File: src/rtl/uart_result_tx.sv
// uart_result_tx: outbound UART for CPU result/debug words.
// Words enter through a valid/ready handshake into a small FIFO. Each word is
// sent as two 8N1 frames, high byte first.
//   clk        - system clock, rising edge
//   reset      - synchronous, active-high
//   i_data     - 16-bit word to queue
//   i_valid    - i_data valid this cycle
//   o_ready    - FIFO not full (combinational)
//   o_tx       - registered serial line, idle high
//   o_busy     - frame in progress or FIFO non-empty
//   o_overflow - sticky: push attempted while full
module uart_result_tx #(
  parameter int CLKS_PER_BIT = 868,
  parameter int FIFO_DEPTH   = 4
) (
  input  logic        clk,
  input  logic        reset,
  input  logic [15:0] i_data,
  input  logic        i_valid,
  output logic        o_ready,
  output logic        o_tx,
  output logic        o_busy,
  output logic        o_overflow
);

  localparam int AW = $clog2(FIFO_DEPTH);
  localparam int CW = AW + 1;
  localparam int BW = $clog2(CLKS_PER_BIT);
  localparam logic [BW-1:0] BAUD_LAST = BW'(CLKS_PER_BIT - 1);

  typedef enum logic [1:0] {IDLE, START, DATA, STOP} state_t;

  // FIFO
  logic [15:0]   mem_q [FIFO_DEPTH];
  logic [AW-1:0] wptr_q, rptr_q;
  logic [CW-1:0] count_q;
  logic          ovf_q;
  logic          full, empty, push, pop;

  // FSM / shifter
  state_t        state_q, state_d;
  logic [BW-1:0] baud_q, baud_d;
  logic [2:0]    bit_q, bit_d;
  logic          byte_sel_q, byte_sel_d;
  logic [15:0]   shadow_q, shadow_d;
  logic          tx_q, tx_d;
  logic [7:0]    cur_byte;
  logic          baud_done;

  assign full       = (count_q == CW'(FIFO_DEPTH));
  assign empty      = (count_q == '0);
  assign o_ready    = !full;
  // Acceptance ignores a same-edge pop on purpose.
  assign push       = i_valid && !full;
  assign o_overflow = ovf_q;
  assign o_tx       = tx_q;
  assign o_busy     = (state_q != IDLE) || !empty;
  assign baud_done  = (baud_q == BAUD_LAST);

  always_ff @(posedge clk) begin
    if (push) begin
      mem_q[wptr_q] <= i_data;
    end
  end

  always_ff @(posedge clk) begin
    if (reset) begin
      wptr_q  <= '0;
      rptr_q  <= '0;
      count_q <= '0;
      ovf_q   <= 1'b0;
    end else begin
      if (push) begin
        wptr_q <= wptr_q + AW'(1);
      end
      if (pop) begin
        rptr_q <= rptr_q + AW'(1);
      end
      count_q <= count_q + CW'(push) - CW'(pop);
      if (i_valid && full) begin
        ovf_q <= 1'b1;
      end
    end
  end

  always_comb begin
    state_d    = state_q;
    baud_d     = baud_q + BW'(1);
    bit_d      = bit_q;
    byte_sel_d = byte_sel_q;
    shadow_d   = shadow_q;
    pop        = 1'b0;
    unique case (state_q)
      IDLE: begin
        baud_d = '0;
        if (!empty) begin
          pop        = 1'b1;
          shadow_d   = mem_q[rptr_q];
          byte_sel_d = 1'b0;
          state_d    = START;
        end
      end
      START: begin
        if (baud_done) begin
          baud_d  = '0;
          bit_d   = 3'd0;
          state_d = DATA;
        end
      end
      DATA: begin
        if (baud_done) begin
          baud_d = '0;
          if (bit_q == 3'd7) begin
            state_d = STOP;
          end else begin
            bit_d = bit_q + 3'd1;
          end
        end
      end
      STOP: begin
        if (baud_done) begin
          baud_d = '0;
          if (!byte_sel_q) begin
            byte_sel_d = 1'b1;
            state_d    = START;
          end else if (!empty) begin
            pop        = 1'b1;
            shadow_d   = mem_q[rptr_q];
            byte_sel_d = 1'b0;
            state_d    = START;
          end else begin
            state_d = IDLE;
          end
        end
      end
      default: state_d = IDLE;
    endcase
  end

  // The line level is derived from next-state values so o_tx is a plain
  // register that changes on the same edge as the state.
  always_comb begin
    cur_byte = byte_sel_d ? shadow_d[7:0] : shadow_d[15:8];
    tx_d     = 1'b1;
    unique case (state_d)
      IDLE:    tx_d = 1'b1;
      START:   tx_d = 1'b0;
      DATA:    tx_d = cur_byte[bit_d];
      STOP:    tx_d = 1'b1;
      default: tx_d = 1'b1;
    endcase
  end

  always_ff @(posedge clk) begin
    if (reset) begin
      state_q    <= IDLE;
      baud_q     <= '0;
      bit_q      <= '0;
      byte_sel_q <= 1'b0;
      shadow_q   <= '0;
      tx_q       <= 1'b1;
    end else begin
      state_q    <= state_d;
      baud_q     <= baud_d;
      bit_q      <= bit_d;
      byte_sel_q <= byte_sel_d;
      shadow_q   <= shadow_d;
      tx_q       <= tx_d;
    end
  end

endmodule

File: config.mk
export PLATFORM = sky130hd
export DESIGN_NAME = uart_result_tx
export DESIGN_NICKNAME = d
export VERILOG_FILES = /design/src/rtl/uart_result_tx.sv
export SDC_FILE = /design/constraint.sdc
export NUM_CORES = 1
export LEC_CHECK = 0
export BUFFER_PORTS_ARGS = -buffer_cell sky130_fd_sc_hd__buf_4
export CAP_MARGIN = 30
export CORE_ASPECT_RATIO = 0.75
export CORE_MARGIN = 2
export CORE_UTILIZATION = 40
export CTS_CLUSTER_SIZE = 14
export DETAILED_ROUTE_END_ITERATION = 10
export GPL_TIMING_DRIVEN = 0
export SLEW_MARGIN = 20
export SYNTH_ARGS = -nofsm -noshare
export SYNTH_HDL_FRONTEND = slang
export SYNTH_SLANG_ARGS = --single-unit
File: constraint.sdc
create_clock -name clk -period 6.6 [get_ports clk]
set_clock_uncertainty 0.1 [all_clocks]
set_input_delay 0.66 -clock clk [delete_from_list [all_inputs] [get_ports clk]]
set_output_delay 0.66 -clock clk [all_outputs]
set_load 0.005 [all_outputs]
==> results <==
- The clock network fraction of design power is approximately 23%.
- The most critical setup path has its startpoint at baud_q[0].
- The worst path arrival time is roughly 3.7 ns.
- The per-cell routed wire length is around 17 µm.
- Counting the fill cells in the layout gives 1101.
- Timing would allow up to 0.278 GHz.
- Walking the worst path, the cells encountered are ha_1 -> or3b_4 -> nor4_1 -> buf_4 -> a21oi_1 -> nor2_1 -> ha_1 -> inv_1 -> ha_1 -> inv_1 -> fa_1 -> xor2_1 -> xnor2_1 -> nor2_1.
- The number of enable flip-flop cells after synthesis is 64.
- In the final timing run, aggregate negative setup slack is 0 ns.
- Final hold analysis gives a worst-case slack of approximately 0.36 ns.
- Pin placement for this block handled 23 I/O pins.
- The internal portion of the total power is roughly 1.4 mW.
- Counting stages on the worst path, the most repeated cell is sky130_fd_sc_hd__ha_1.
- The number of standard cells after synthesis is a little over 400.
- Counting flops with an async set or reset pin after synthesis yields a share of 0%.
- Summing every instance area after synthesis gives 0.00488 mm².
- The area growth from synthesis to layout is 13.1%.
- The reg-to-reg critical path endpoint is count_q[2].
- In this run, the number of DRC markers left after iteration 0 of detailed routing was 221.
- Of the total power, the share spent switching nets is a little over a third.
- STA puts the critical path data required time at roughly 6.7 ns.
- The overall die height is 99.7 µm.
- For this configuration, the core starts out at a cell density of 41.6%.
- The length of the first detailed-routing pass in iterations is 4.
- The longest individual stage delay on the worst path is roughly 0.45 ns.
- Counting flops and latches in the post-synthesis netlist gives approximately 110.
- The netlist uses 60 different library cells.
- Hold repair after CTS inserted 0 buffers.
- The normalized max-slew margin is about two fifths.
- The via count of the first global-routing pass was around 3200.
- The number of antenna violations at the first check in global routing is 0.
- The count of cells along the worst register-to-register path is 14.
- The worst hold path terminates at baud_q[0].
- Power spread over the standard cell area amounts to slightly below 400 mW/mm².
- For this run, the number of Yosys warnings is 0.
- The post-CTS repair timing setup buffer count is 0.
- Detailed routing inserted a total of ~3300 vias.
- The share of power burned in registers is about 39%.
- The wire length of the first global-routing pass is around 17000 µm.
- The worst hold path stage count is 1.
- For this run, the number of standard cells in the final layout without fillers is around 600.
- The final max-slew violation count came to 0.
- The area of the multi-input gates is roughly 0.0019 mm².
- The register cell area after layout is approximately 0.0028 mm².
- For this run, the register share of the synthesized area comes to 57.0%.
- The antenna diode count is 0.
- The clock tree from TritonCTS is built.
- Buffers inserted during clock tree synthesis total 9.
- On the critical path, the stage with the largest delay is an instance of sky130_fd_sc_hd__nor4_1.
- The number of I/O port buffers is 21.
- The critical path class is reg -> reg.
- At the pin with the least slew margin, the transition time is roughly 0.9 ns.
- Measured on the finished design, the core utilization comes to between 40% and 50%.
- The number of resized instances in the post-cts repair step is 0.
- The maximum ir drop on the vdd rail is around 0.19 mV.
- The post-route netlist has 15.4% of its cells at a drive strength greater than 1.
- The clock net in this run drives a total of 107 sinks.
- In this run the cell area measured after placement is 0.00524 mm².
- The reported max-cap violation count is 0.
- The core region is between 0.01 and 0.015 mm².
- The via density per instance is ~5.4.
- In this run the remaining antenna-violating nets after routing total 0.
- The worst register-to-register path begins at baud_q[0].
- The post-route minimum period is around 3.6 ns.
- The maximum number of pins on one net before global-route repair is 19.
- In the routed design, unresolved DRC markers number 0.
- The later pin in the worst-skew pair is clocked with a latency of about 0.34 ns.
- In this run the power spent charging and discharging nets is between 0.7 and 0.8 mW.
- The remaining global-route overflow is 0.
- Setup repair after global routing left no endpoint under its margin.
- After clock tree synthesis, the clock-pin slew on the worst setup and hold paths is ~0.07 ns.
- In the synthesized netlist the dominant register cell turns out to be sky130_fd_sc_hd__edfxtp_1.
- At the end of routability-driven placement, the weighted congestion stood at approximately 0.83.
- The type of the most critical hold path is reg -> reg.
- Leaving out fill and tap cells, the most frequent cells in the layout are sky130_fd_sc_hd__edfxtp_1, sky130_fd_sc_hd__nor2_1, sky130_fd_sc_hd__dfxtp_1.
- The wire-length estimate of the detail-placed layout is 7320 µm.
- The average footprint of a synthesized cell is around 12 µm².
- The number of failing hold endpoints at the final stage is 0.
- The cell count after placement is approximately 590.
- The total wire length after detailed routing is around 10000 µm.
- The clock passes through at most 2 buffers.
- The combinational share of power is between 30% and 40%.
- The cell area after layout is ~0.0055 mm².
- Dividing the final minimum period by the clock period gives a little over half.
- The start point of the worst min-delay path is baud_q[0].
- The initialized floorplan defines 34 standard-cell rows.
- The number of H-tree branching levels is 3.
- The full die area is between 0.01 and 0.015 mm².
- STA classifies the critical path endpoint as a flip-flop.
- Of all nets on the critical path, the largest fanout is 10.
- The leakage power summed over all cells is just under 2 nW.
- The run finished with clean final reports.
- The die is ~130 µm wide.
- The number of nets handed over by synthesis was 439.
- The total number of nets in the final design is between 400 and 500.
- Clock tree synthesis selected as its root buffer the cell sky130_fd_sc_hd__clkbuf_16.
- The critical path launch point type is a flip-flop.
- Leaving out fill and tap cells, the most frequent cell in the layout is sky130_fd_sc_hd__edfxtp_1.
- Setup violations remaining at the end of the flow were counted as 0.
- The global-route total usage across every layer is 16.2%.
- Setup slack on the worst reg-to-reg path comes out at between 2 and 3 ns.
==> how the worst max path moves through the flow <==
stage                  to  slack [ns]  cells after the start
6_report       count_q[2]        3.00                     14
5_1_grt        count_q[2]        2.75                     14
4_1_cts        count_q[2]        2.94                     14
3_5_place_dp   count_q[2]        2.97                     14
3_3_place_gp   count_q[2]        2.99                     14
2_1_floorplan  count_q[2]        3.41                     14
==> registers in the layout (all words and copies together) (netlist names), 2 cells and up, named ones only <==
register / count
shadow_q: 16
bit_q: 3
mem_q: 64
wptr_q: 2
rptr_q: 2
baud_q: 10
state_q: 2
count_q: 3
==> critical path: cells and delay by family, from the launching register on <==
family                     cells  cell delay, ns
DFF                            1            0.37
buffers and inverters          3            0.38
xor gates and xnor gates       2            0.30
and+or+nand+nor                4            1.19
adders and majority gates      4            1.00
AOI/OAI and AO/OA              1            0.13
==> cell families (layout without fill, tap and decap cells) <==
family	Yosys count	after routing	share of synthesized area (%)
compound gates	67	67	10.2
xor+xnor	12	12	2.15
fa+ha+maj	16	16	4.25
buf+inv	40	77	3.48
flops	107	107	57.0
mux	29	29	10.1
simple gates	133	133	12.8
==> stage by stage <==
stage,setup slack [ns],power (mW)
2_1_floorplan,3.41,1.46
3_3_place_gp,2.99,1.67
3_5_place_dp,2.97,1.69
6_report,3.00,2.19
4_1_cts,2.94,2.20
5_1_grt,2.75,2.32
==> power by group through the flow <==
stage,logic [mW],clock network [mW],registers (mW)
after CTS,0.820,0.520,0.862
after global placement,0.796,0,0.871
after detailed placement,0.817,0,0.877
after floorplan,0.594,0,0.864
after global routing,0.905,0.543,0.874
final,0.823,0.506,0.863
==> metal layers <==
layer / global-route usage (%) / wire, µm / vias to the layer above
met5: 0 / 0 / -
li1: - / - / 1559
met4: 4.26 / 85 / 0
met2: 25.1 / 4710 / 92
met1: 23.6 / 5030 / 1617
met3: 3.26 / 493 / 7
==> Yosys cell counts (3+ instances only) <==
| cell type | instances | share of area [%] |
|---|---|---|
| sky130_fd_sc_hd__o22a_1 | 3 | 0.54 |
| sky130_fd_sc_hd__ha_1 | 15 | 3.8 |
| sky130_fd_sc_hd__mux2i_1 | 11 | 2.3 |
| sky130_fd_sc_hd__a221oi_1 | 6 | 1.1 |
| sky130_fd_sc_hd__nor2b_1 | 5 | 0.64 |
| sky130_fd_sc_hd__nand2_1 | 37 | 2.8 |
| sky130_fd_sc_hd__edfxtp_1 | 64 | 39 |
| sky130_fd_sc_hd__a22oi_1 | 3 | 0.46 |
| sky130_fd_sc_hd__and3_1 | 7 | 0.90 |
| sky130_fd_sc_hd__nor2_1 | 49 | 3.8 |
| sky130_fd_sc_hd__a21o_1 | 3 | 0.46 |
| sky130_fd_sc_hd__buf_2 | 3 | 0.31 |
| sky130_fd_sc_hd__xor2_1 | 6 | 1.1 |
| sky130_fd_sc_hd__a22o_1 | 5 | 0.90 |
| sky130_fd_sc_hd__o21ai_1 | 4 | 0.41 |
| sky130_fd_sc_hd__o22ai_1 | 4 | 0.51 |
| sky130_fd_sc_hd__clkbuf_1 | 15 | 1.2 |
| sky130_fd_sc_hd__a21oi_1 | 9 | 0.92 |
| sky130_fd_sc_hd__nor3_1 | 5 | 0.51 |
| sky130_fd_sc_hd__xnor2_1 | 6 | 1.1 |
| sky130_fd_sc_hd__nand3_1 | 14 | 1.4 |
| sky130_fd_sc_hd__o21ai_0 | 9 | 0.92 |
| sky130_fd_sc_hd__dfxtp_1 | 43 | 18 |
| sky130_fd_sc_hd__a31oi_1 | 3 | 0.38 |
| sky130_fd_sc_hd__or3_1 | 3 | 0.38 |
| sky130_fd_sc_hd__inv_1 | 18 | 1.4 |
| sky130_fd_sc_hd__mux4_2 | 16 | 7.4 |
==> final cells by class <==
cell class	count	share of cell area [%]
Inverter	18	1.22
Clock inverter	5	0.816
Multi-Input combinational cell	257	35.0
Tap cell	162	3.67
Sequential cell	107	50.4
Buffer	22	1.86
Clock buffer	11	4.21
Timing Repair Buffer	21	2.86
Power figures use the tool's default switching activity.
